--- src/rtl/prewish_pkg.sv ---
`default_nettype none
// ============================================================================
//  Module : prewish_pkg
//  Brief  : Shared types and widths for the prewish loader/controller path.
//  Rev    : 1.0  initial release
// ============================================================================
package prewish_pkg;

  localparam int PREWISH_DATA_WIDTH = 8;

  typedef enum logic [1:0] {
    LD_IDLE   = 2'b00,
    LD_STROBE = 2'b01,
    LD_HOLD   = 2'b10
  } ld_state_e;

endpackage
`default_nettype wire

--- src/rtl/prewish_sync_debounce.sv ---
`default_nettype none
// ============================================================================
//  Module : prewish_sync_debounce
//  Brief  : Two-flop synchronizer plus counter debounce for one input bit.
//  Rev    : 1.0  initial release
// ============================================================================
module prewish_sync_debounce #(
  parameter int   DEBOUNCE_BITS = 16,
  parameter logic SYNC_RST_VAL  = 1'b1,
  parameter logic ACTIVE_LOW    = 1'b1
) (
  input  logic CLK_I,
  input  logic RST_I,
  input  logic i_raw,
  output logic o_level
);

  logic                     r_sync1;
  logic                     r_sync2;
  logic [DEBOUNCE_BITS-1:0] r_cnt;
  logic                     r_level;
  logic                     w_sample;
  logic                     w_mismatch;
  logic                     w_cnt_full;

  assign w_sample   = r_sync2 ^ ACTIVE_LOW;
  assign w_mismatch = w_sample != r_level;
  assign w_cnt_full = &r_cnt;

  // Toggle on the 2^DEBOUNCE_BITS-th consecutive mismatching sample.
  always_ff @(posedge CLK_I or negedge RST_I) begin
    if (!RST_I) begin
      r_sync1 <= SYNC_RST_VAL;
      r_sync2 <= SYNC_RST_VAL;
      r_cnt   <= '0;
      r_level <= 1'b0;
    end else begin
      r_sync1 <= i_raw;
      r_sync2 <= r_sync1;
      if (!w_mismatch) begin
        r_cnt <= '0;
      end else if (w_cnt_full) begin
        r_level <= ~r_level;
        r_cnt   <= '0;
      end else begin
        r_cnt <= r_cnt + 1'b1;
      end
    end
  end

  assign o_level = r_level;

endmodule
`default_nettype wire

--- src/rtl/prewish_loader.sv ---
`default_nettype none
// ============================================================================
//  Module : prewish_loader
//  Brief  : Loads the DIP switch value as a blink mask on each clean button press.
//  Rev    : 1.0  initial release
// ============================================================================
module prewish_loader
  import prewish_pkg::*;
#(
  parameter int DEBOUNCE_BITS = 16,
  parameter int DATA_WIDTH    = PREWISH_DATA_WIDTH
) (
  input  logic                  CLK_I,
  input  logic                  RST_I,
  input  logic                  i_button_n,
  input  logic [DATA_WIDTH-1:0] i_dip,
  output logic                  STB_O,
  output logic [DATA_WIDTH-1:0] DAT_O,
  output logic                  o_pressed
);

  logic [DATA_WIDTH-1:0] r_dip_s1;
  logic [DATA_WIDTH-1:0] r_dip_s2;
  ld_state_e             r_state;
  ld_state_e             w_state_nxt;
  logic                  r_stb;
  logic                  w_stb_nxt;
  logic [DATA_WIDTH-1:0] r_dat;
  logic [DATA_WIDTH-1:0] w_dat_nxt;
  logic                  w_pressed;

  prewish_sync_debounce #(
    .DEBOUNCE_BITS (DEBOUNCE_BITS),
    .SYNC_RST_VAL  (1'b1),
    .ACTIVE_LOW    (1'b1)
  ) u_button (
    .CLK_I   (CLK_I),
    .RST_I   (RST_I),
    .i_raw   (i_button_n),
    .o_level (w_pressed)
  );

  // The DIP is read only after the button debounce interval, so no debounce here.
  always_ff @(posedge CLK_I or negedge RST_I) begin
    if (!RST_I) begin
      r_dip_s1 <= '0;
      r_dip_s2 <= '0;
    end else begin
      r_dip_s1 <= i_dip;
      r_dip_s2 <= r_dip_s1;
    end
  end

  always_ff @(posedge CLK_I or negedge RST_I) begin
    if (!RST_I) begin
      r_state <= LD_IDLE;
      r_stb   <= 1'b0;
      r_dat   <= '0;
    end else begin
      r_state <= w_state_nxt;
      r_stb   <= w_stb_nxt;
      r_dat   <= w_dat_nxt;
    end
  end

  always_comb begin
    w_state_nxt = r_state;
    w_stb_nxt   = 1'b0;
    w_dat_nxt   = r_dat;
    case (r_state)
      LD_IDLE: begin
        if (w_pressed) begin
          w_dat_nxt   = r_dip_s2;
          w_stb_nxt   = 1'b1;
          w_state_nxt = LD_STROBE;
        end
      end
      LD_STROBE: w_state_nxt = LD_HOLD;
      // No auto-repeat: a debounced release is required to re-arm.
      LD_HOLD: begin
        if (!w_pressed) begin
          w_state_nxt = LD_IDLE;
        end
      end
      default: w_state_nxt = LD_IDLE;
    endcase
  end

  assign STB_O     = r_stb;
  assign DAT_O     = r_dat;
  assign o_pressed = w_pressed;

endmodule
`default_nettype wire

--- config.mk ---
export PLATFORM = sky130hd
export DESIGN_NAME = prewish_loader
export DESIGN_NICKNAME = d
export VERILOG_FILES = /design/src/rtl/prewish_pkg.sv /design/src/rtl/prewish_sync_debounce.sv /design/src/rtl/prewish_loader.sv
export SDC_FILE = /design/constraint.sdc
export NUM_CORES = 1
export LEC_CHECK = 0
export CAP_MARGIN = 5
export CORE_ASPECT_RATIO = 1.75
export CORE_MARGIN = 3
export CORE_UTILIZATION = 56
export CTS_BUF_LIST = sky130_fd_sc_hd__clkbuf_4 sky130_fd_sc_hd__clkbuf_8
export DETAILED_ROUTE_END_ITERATION = 8
export MAX_ROUTING_LAYER = met4
export PLACE_DENSITY = 0.91
export SYNTH_ARGS = -nofsm -noshare
export SYNTH_HDL_FRONTEND = slang
export SYNTH_HIERARCHICAL = 1
export SYNTH_SLANG_ARGS = --single-unit
--- constraint.sdc ---
create_clock -name CLK_I -period 2.18 [get_ports CLK_I]
set_clock_uncertainty 0.1 [all_clocks]
set_input_delay 0.654 -clock CLK_I [delete_from_list [all_inputs] [get_ports CLK_I]]
set_output_delay 0.654 -clock CLK_I [all_outputs]
set_load 0.05 [all_outputs]
After elaboration in Yosys (flattened, before gate mapping)
Cells that the tools add are included.

storage, ports and cells
  bits of input ports = 11
  output and inout port bits = 10
  word-level logic and storage cells = 29
  bits in registers = 46

cells by class
  equality and inequality tests = 5
  mux-type cells = 7
  add/subtract/negate cells = 1
  reductions and logical operators = 5
  bitwise operators = 2

operators with widths
  cell                     number
  $mux W16                 2
  $reduce_and A17 Y1       1
  $add A16 B1 Y16 const B  1
  $reduce_and A16 Y1       1
  $pmux W2 S3              1
  $mux W2                  2
  $reduce_and A2 Y1        2
  $eq A2 B1 Y1 const B     1
  $eq A2 B2 Y1 const B     1
  $logic_not A2 Y1         1
  $mux W1                  2
  $ne A2 B1 Y1 const B     1
  $ne A2 B2 Y1 const B     1
  $not A1 Y1               2
  $ne A1 B1 Y1             1

Logic depth before layout (Yosys ltp)
Gate-level depths: netlist of the first run.

  depth in word-level cells = 3
  mapped depth = 6
  mapped depth without buffers = 5

Modules after synthesis
The synthesis of the first run kept the hierarchy.

by module, submodules not included
  module                 seq. area each (sq um)  area each (sq um)  instances  cells each
  prewish_sync_debounce  478.0                   882.1              1          84
  prewish_loader         675.6                   810.8              1          40

Worst setup path before layout of the first run
No wires, ideal clock.

  kind = register to register
  start = reg u_button.r_level, in the netlist u_button/o_level
  end = reg r_dat[0], in the netlist DAT_O[0]
  setup slack = 0.554 ns
  cell stages (with the launch flop) = 4
  data arrival time = 1.401 ns
  path buffers = 1
  period minus slack after synthesis = 1.626 ns
  setup time = 0.125 ns
  data required time = 1.955 ns
  path through = dfrtp_1 > nor3b_2 > buf_6 > mux2_2

between the ends
  word-level cells in the longest chain between the ends = 1

ends and longest elaborated chain
  what                         RTL line                     text
  start, declared              prewish_sync_debounce.sv:21  logic r_level;
  start signal, assigned       prewish_sync_debounce.sv:43  r_level <= ~r_level;
  $reduce_and A2 Y1 (no line)  --
  end signal, assigned         prewish_loader.sv:62         r_dat <= w_dat_nxt;
  end, declared                prewish_loader.sv:28         logic [DATA_WIDTH-1:0] r_dat;

Every way passes these cells.
A chain may end at the register's enable or synchronous reset.

Final worst setup path of the first run
  start = reg u_button.r_cnt[0]
  end = reg u_button.r_cnt[2]

between the ends
  word-level cells in the longest chain between the ends = 3
  elaborated cells on any way between the ends = 4
  classes of those cells = add/sub (1); mux (2); reduce/logical (1)

ends and longest elaborated chain
  what                                                   RTL line                                                  text
  start, declared                                        prewish_sync_debounce.sv:20                               logic [DEBOUNCE_BITS-1:0] r_cnt;
  start signal, assigned                                 prewish_sync_debounce.sv:46                               r_cnt <= r_cnt + 1'b1;
  $add A16 B1 Y16 or $reduce_and A16 Y1 (tied branches)  prewish_sync_debounce.sv:46, prewish_sync_debounce.sv:28
  $mux W16 *                                             prewish_sync_debounce.sv:42                               end else if (w_cnt_full) begin
  $mux W16 *                                             prewish_sync_debounce.sv:40                               if (!w_mismatch) begin

Every way passes the cells marked *; elsewhere a longest branch is shown, timed or not.

==> metrics.md, run 1 <==
| Metric | Value |
|---|---|
| Status | finished clean |
| Tightest Pin Transition | 0.515 ns |
| Antenna Nets Post-Route | 0 |
| GRT Residual Overflow | 0 |
| HP Class | input port to asynchronous set/reset pin |
| Total number of H-tree levels | 2 |
| Max-cap violation count | 0 |
| Overall track demand over capacity in global routing | 0.201 |
| Starting density of the core | 0.608 |
| Final setup violation count | 0 |
| Die Ht | around 79 um |
| Length in cells of the worst reg-to-reg path | 5 |
| Hold Fails Final Rpt | 0 |
| Postcts setup bufs | 0 |
| I/O pin count | 21 |
| Startpoint of the lowest-slack register-to-register path | u_button/r_cnt[0]$_DFF_PN0_ |
| Cell count after synthesis | 124 |
| Routability Congestion | about 0.94 |
| Total count of max-transition violations in the final report | 0 |
| Leak pwr | 0.943 nW |
| Total Routed Length | 2.88 mm |
| DRC Markers | 0 |
| Share of the synthesized area in the top cell type | 0.650 |
| Required @ worst endpoint | around 2.3 ns |
| Root Buffer | sky130_fd_sc_hd__clkbuf_8 |
| Power density of the placed cells | between 700 and 800 nW/um^2 |
| Setup crit end | u_button/r_cnt[2]$_DFF_PN0_ |
| Arrival time at the worst endpoint | between 1.5 and 2 ns |
| Syn-to-layout area delta | 19.4% |
| Vias in the first global route | ~1.1k |
| CP Launch Type | flop |
| Start point of the critical path | u_button/r_cnt[0]$_DFF_PN0_ |
| Number of distinct library cell variants in the gate-level netlist after synthesis | 27 |
| Post-DR wirelength/cell | between 15 and 20 um |
| Number of buffers created by CTS | 5 |
| Count of antenna diodes in the layout | 0 |
| Number of synthesized flops with an enable pin | 0 |
| Vias after detailed routing | a little over 1k |
| Clock buffer depth | 2 |
| Post-DP Area | approximately 1900 um^2 |
| Row Count | 25 |
| Total core area | around 2800 um^2 |
| Post-route standard cell area excluding fillers | slightly above 2000 um^2 |
| Reg-to-reg endpoint | u_button/r_cnt[2]$_DFF_PN0_ |
| Yosys warning total | 6 |
| Number of buffers inserted by hold repair at cts | 0 |
| IO buf count | 20 |
| Setup TNS | 0 ns |
| Pin count of the biggest net entering global routing | 25 |
| Post-synthesis net count | approximately 140 |
| # resized after CTS | 0 |
| Leading post-synthesis cells by cell area | sky130_fd_sc_hd__dfrtp_1 (65%), sky130_fd_sc_hd__mux2_2 (5.3%), sky130_fd_sc_hd__xnor2_1 (4.1%) |
| Ys flop type | sky130_fd_sc_hd__dfrtp_1 |
| Global-route wire length before repair | 5.07 mm |
| Setup repair after global routing missed its margin | no |
| Worst setup path class | flop to flop |
| Slew headroom | 0.656 |
| First-pass iteration count of the detailed router | 4 |
| Period Utilization, post-route | 0.807 |
| Largest fanout of any net on the critical path | 13 |
| DIE WIDTH | 47.6 um |
| Leading cell types by count after synthesis | sky130_fd_sc_hd__dfrtp_1 (44), sky130_fd_sc_hd__nor2_1 (17), sky130_fd_sc_hd__mux2_2 (8), sky130_fd_sc_hd__xnor2_1 (8), sky130_fd_sc_hd__nand3_1 (7) |
| Number of antenna violations at the first check in global routing | 0 |
| Most frequently used cell type in the post-synthesis netlist | sky130_fd_sc_hd__dfrtp_1 |
| Proportion of register bits with asynchronous set or reset after synthesis | 1.00 |
| Initial DRC count | 21 |
| Vias per inst | around 5.7 |
| Clock network latency to the later pin of the worst-skew pair | roughly 0.30 ns |
| Fmax | 0.569 GHz |
| Kind of end point of the critical path | flop |
| Mean area per synthesized cell | roughly 14 um^2 |
| Final min period | approximately 1.8 ns |
| CTS tree | built |
| Fraction of final layout cells sized beyond drive strength 1 | 0.243 |
| Portion of the post-synthesis area used by sequential elements | 0.681 |
| Dominant cell type by area after synthesis | sky130_fd_sc_hd__dfrtp_1 |
| Half-perimeter wire length after placement | slightly above 2 mm |
| Clock sink count | 46 |
| Synthesized area | approximately 1700 um^2 |
| Net count, final | around 160 |
| Max rail drop VDD | between 0.6 and 0.7 mV |
| Internal reg-to-reg setup slack | 0.42 ns |
| Clock input transition at the sequential cells of the worst setup and hold paths | 0.08 ns |
| Number of storage elements in the synthesis netlist | 46 |
| End-of-flow core utilization | 0.726 |
| Die area | around 3700 um^2 |
layer usage:
| layer | global-route usage | share of wire |
|---|---|---|
| met5 | - | 0 |
| met3 | 0.0544 | 0.036 |
| met1 | 0.225 | 0.37 |
| met4 | 0.111 | 0.024 |
| met2 | 0.313 | 0.57 |
cells by family (layout without fill, tap and decap cells):
family,after synthesis,count (layout),synth area share
and+or+nand+nor,44,44,0.144
AOI/OAI and AO/OA,3,3,0.0111
buffers and inverters,6,34,0.0185
xor gates and xnor gates,14,14,0.0724
adders and majority gates,1,1,0.00739
muxes,10,10,0.0650
DFF,46,46,0.681
where the power goes:
| group | leakage, nW | total, W | switching (W) | internal, W |
|---|---|---|---|---|
| Combinational | 0.292 | 0.0000511 | 0.0000271 | 0.0000239 |
| Clock | 0.0548 | 0.000624 | 0.000270 | 0.000354 |
| Sequential | 0.596 | 0.000885 | 0.00000964 | 0.000875 |
state kept, by name, indices dropped and copies added (netlist names):
register,flops
u_button/o_level,1
u_button/r_cnt,16
u_button/r_sync1,1
r_dip_s1,8
u_button/r_sync2,1
STB_O,1
DAT_O,8
r_dip_s2,8
r_state,2
cell type report:
cell class / count / area [um^2]
clock buffers: 6 / 76.3
multi-input cells: 72 / 508
clock inverters: 2 / 37.5
well taps: 27 / 33.8
flip-flops and latches: 46 / 1150
inverters: 4 / 15.0
fillers: 183 / 762
repair buffers: 22 / 198
how the worst min path moves through the flow:
stage | to | slack, ns | cells past startpoint
floorplan | r_dip_s2[0]$_DFF_PN0_ | 0.23 | 0
global route | r_state[1]$_DFFE_PN0P_ | 0.25 | 1
CTS | r_state[1]$_DFFE_PN0P_ | 0.23 | 1
finish | r_state[1]$_DFFE_PN0P_ | 0.22 | 1
detailed placement | r_dip_s2[1]$_DFF_PN0_ | 0.24 | 0
global placement | r_dip_s2[0]$_DFF_PN0_ | 0.23 | 0
through the flow:
step | cells | total power [W] | setup WS, ns | hold slack [ns]
after floorplan | 124 | 0.000912 | 0.554 | 0.231
after global placement | 171 | 0.000950 | 0.530 | 0.231
after detailed placement | 171 | 0.000955 | 0.429 | 0.236
after CTS | 179 | 0.00158 | 0.421 | 0.229
after global routing | 179 | 0.00164 | 0.246 | 0.250
final | 179 | 0.00156 | 0.421 | 0.218
worst max-delay path, stage by stage (launching register included):
cell and delay, ns:
sky130_fd_sc_hd__dfrtp_1 0.39, sky130_fd_sc_hd__ha_1 0.24, sky130_fd_sc_hd__nand3_1 0.18, sky130_fd_sc_hd__nor3_1 0.27, sky130_fd_sc_hd__a31o_2 0.36, sky130_fd_sc_hd__nor2_1 0.09
layout by cell type, fill, tap and decap left out, drive strengths merged, types with 4 or more instances in the layout:
master	netlist	final
dfrtp	44	44
nor2	17	17
buf	2	13
clkdlybuf4s50	0	9
mux2	8	8
xnor2	8	8
nand3	7	7
xor2	6	6
clkbuf	0	6
nand2	4	4
inv	4	4
nand4	4	4
Power figures use the tool's default switching activity.
==> run 2, diff against run 1 <==
Settings changed: CORE_UTILIZATION 56 to 51, PLACE_DENSITY 0.91 to 0.88.
Clock period 2.18 ns to 1.5 ns, I/O delays scaled along.
==> run 2 against run 1 <==
Against the previous run:
- the run now ends with negative setup slack left
- non-clock buffer count is 21 higher
- cell area up 22%
- utilization grew 5.2 points
- fmax grew 11%
- combinational power increased by 110%
- routed wire length is 53% higher
- via count up 17%
- flip-flop and latch count unchanged
- count of clock-buffer cells in the layout down 1
- critical path depth stayed put
- sequential power up 46%
==> metrics.md, run 2 (synthesis gave the netlist of run 1 again) <==
| Metric | Value |
|---|---|
| Hold Slack | roughly 0.25 ns |
| Global-route wire length before repair | 6.78 mm |
| CTS tree | built |
| DRC Markers | 0 |
| Kind of end point of the critical path | flop |
| Family with the most delay on the worst path | simple AND/OR/NAND/NOR gates |
| First-pass iteration count of the detailed router | 4 |
| Status | complete, but fails checks |
| Critical Path, Cell by Cell | nand4_4, or3_4, buf_4, o21ai_1, a21oi_2 |
| Startpoint of the lowest-slack register-to-register path | u_button/r_cnt[5]$_DFF_PN0_ |
| GRT Residual Overflow | 0 |
| Met2 Routed Length | approximately 2.4 mm |
| End-of-flow core utilization | 0.779 |
| Total Routed Length | 4.41 mm |
| Clock network latency to the later pin of the worst-skew pair | ~0.30 ns |
| Required @ worst endpoint | around 1.6 ns |
| Routed metal-1 wirelength | 1.65 mm |
| Count of antenna diodes in the layout | 0 |
| I/O pin count | 21 |
| Uppermost metal layer occupied by signal nets | met4 |
| Fmax | 0.629 GHz |
| Setup repair after global routing missed its margin | yes |
| Final min period | around 1.6 ns |
| Worst-case setup margin in the final layout | -0.0899 ns |
| Antenna Nets Post-Route | 0 |
| Setup TNS | -0.323 ns |
| Row Count | 27 |
| Root Buffer | sky130_fd_sc_hd__clkbuf_8 |
| Commonest cells after routing, fill and taps aside | sky130_fd_sc_hd__dfrtp_1 (42), sky130_fd_sc_hd__buf_4 (20), sky130_fd_sc_hd__buf_12 (10) |
| Starting density of the core | 0.533 |
| Post-DR wirelength/cell | between 20 and 25 um |
| Clock power frac | 0.397 |
| Vias in the first global route | roughly 1.3k |
| Switching power total | slightly below 0.0005 W |
| Final setup violation count | 10 |
| Worst Hold Path EP | r_dip_s2[4]$_DFF_PN0_ |
| Switching share of power | 0.213 |
| Number of antenna violations at the first check in global routing | 0 |
| Largest register by flop count | u_button/r_cnt |
| Max stage delay on crit path | approximately 0.40 ns |
| Hold Fails Final Rpt | 0 |
| Power density of the placed cells | approximately 930 nW/um^2 |
| Length in cells of the worst reg-to-reg path | 5 |
| Internal reg-to-reg setup slack | -0.09 ns |
| Standard cell with the maximum stage delay on the critical path | sky130_fd_sc_hd__dfrtp_1 |
| Reg power frac | 0.556 |
| Arrival time at the worst endpoint | 1.68 ns |
| Clock buffer depth | 2 |
| Origin of the worst min-delay path | r_dip_s1[4]$_DFF_PN0_ |
| Combined buffer and inverter count along the critical path | 1 |
| Slew headroom | 0.655 |
| Overall track demand over capacity in global routing | 0.246 |
| Most common cell after layout, fill and taps aside | sky130_fd_sc_hd__dfrtp_1 |
| Half-perimeter wire length after placement | between 2 and 3 mm |
| Pin count of the biggest net entering global routing | 17 |
| Clock sink count | 46 |
| Largest fanout of any net on the critical path | 3 |
| HP Class | flop to flop |
| Internal cell power | about 0.0018 W |
| Net count, final | 185 |
| Die area | 4070 um^2 |
| Vias per inst | ~5.5 |
| Max-cap violation count | 0 |
| Syn-to-layout area delta | 46.0% |
| Vias after detailed routing | 1189 |
| Length of routed met3 wiring | 230 um |
| Number of flip-flops under the largest register name | 16 |
| Tightest Pin Transition | 0.516 ns |
| Initial DRC count | 72 |
| Die Ht | between 80 and 90 um |
| Period Utilization, post-route | 1.06 |
| Leak pwr | roughly 1.1 nW |
| Failing checks | negative setup slack |
| Total count of max-transition violations in the final report | 0 |
| Max rail drop VDD | approximately 1.1 mV |
| Clock input transition at the sequential cells of the worst setup and hold paths | ~0.080 ns |
| CP Launch Type | flop |
| Worst setup path class | flop to flop |
| Reg-to-reg endpoint | u_button/r_cnt[15]$_DFF_PN0_ |
| Routability Congestion | roughly 0.81 |
| Total core area | 3180 um^2 |
| DIE WIDTH | between 40 and 50 um |
| Instance count along the most critical hold path | 0 |
| Total number of H-tree levels | 2 |
| IO buf count | 20 |
| Total Power | roughly 0.0023 W |
| Fraction of final layout cells sized beyond drive strength 1 | 0.448 |
| Number of buffers created by CTS | 5 |
| Relative contribution of combinational cells to total power | 0.047 |
==> run 2: worst register-to-register path, delay by kind of cell (launching register included) <==
| kind | cells | cell delay [ns] |
|---|---|---|
| DFF | 1 | 0.40 |
| and+or+nand+nor | 2 | 0.53 |
| buffers and inverters | 1 | 0.17 |
| AOI/OAI and AO/OA | 2 | 0.27 |
==> run 2: power groups by stage <==
stage | clock network (W) | registers, W | logic (W)
3_5_place_dp | 0 | 0.00131 | 0.0000917
2_1_floorplan | 0 | 0.00131 | 0.0000203
3_3_place_gp | 0 | 0.00131 | 0.0000871
4_1_cts | 0.000921 | 0.00128 | 0.000104
5_1_grt | 0.000987 | 0.00129 | 0.000118
6_report | 0.000916 | 0.00129 | 0.000109
==> run 2: metrics by stage <==
step | std cells | setup slack (ns) | instance area (um^2)
after floorplan | 124 | -0.0180 | 1710
after global placement | 204 | 0.0175 | 2180
after detailed placement | 204 | -0.121 | 2180
after CTS | 216 | -0.0520 | 2410
after global routing | 217 | -0.154 | 2470
final | 217 | -0.0899 | 2470
==> run 2: final cells by class <==
type	instances	area, um^2
Clock inverter	3	45.0
Timing Repair Buffer	43	478
Tap cell	43	53.8
Clock buffer	5	68.8
Sequential cell	46	1160
Multi-Input combinational cell	73	656
Fill cell	174	703
Inverter	4	15.0
==> run 2: worst max-delay path by stage <==
stage,start,endpoint,slack (ns),cells after the start
2_1_floorplan,u_button/r_cnt[2]$_DFF_PN0_,u_button/r_cnt[15]$_DFF_PN0_,-0.02,4
3_3_place_gp,u_button/r_cnt[0]$_DFF_PN0_,u_button/r_cnt[15]$_DFF_PN0_,0.02,4
3_5_place_dp,u_button/r_cnt[0]$_DFF_PN0_,u_button/r_cnt[4]$_DFF_PN0_,-0.12,5
4_1_cts,u_button/r_cnt[6]$_DFF_PN0_,u_button/r_cnt[15]$_DFF_PN0_,-0.05,4
5_1_grt,u_button/r_cnt[1]$_DFF_PN0_,u_button/r_cnt[15]$_DFF_PN0_,-0.15,5
6_report,u_button/r_cnt[5]$_DFF_PN0_,u_button/r_cnt[15]$_DFF_PN0_,-0.09,5
==> run 2: repair_timing <==
| item | CTS | global route |
|---|---|---|
| setup buffers | 2 | 1 |
| hold buffers | 1 | 0 |
| pin swaps | 2 | 8 |
| endpoints found under the hold margin | 11 | 0 |
| cloned | 1 | 0 |
| gates resized for setup | 13 | 13 |
| endpoints found under the setup margin | 14 | 19 |
==> run 2: metal layers <==
| layer | track usage | vias to the layer above |
|---|---|---|
| met1 | 0.238 | 598 |
| met2 | 0.430 | 55 |
| met3 | 0.0592 | 20 |
| met4 | 0.166 | 0 |
| li1 | - | 516 |
| met5 | - | - |
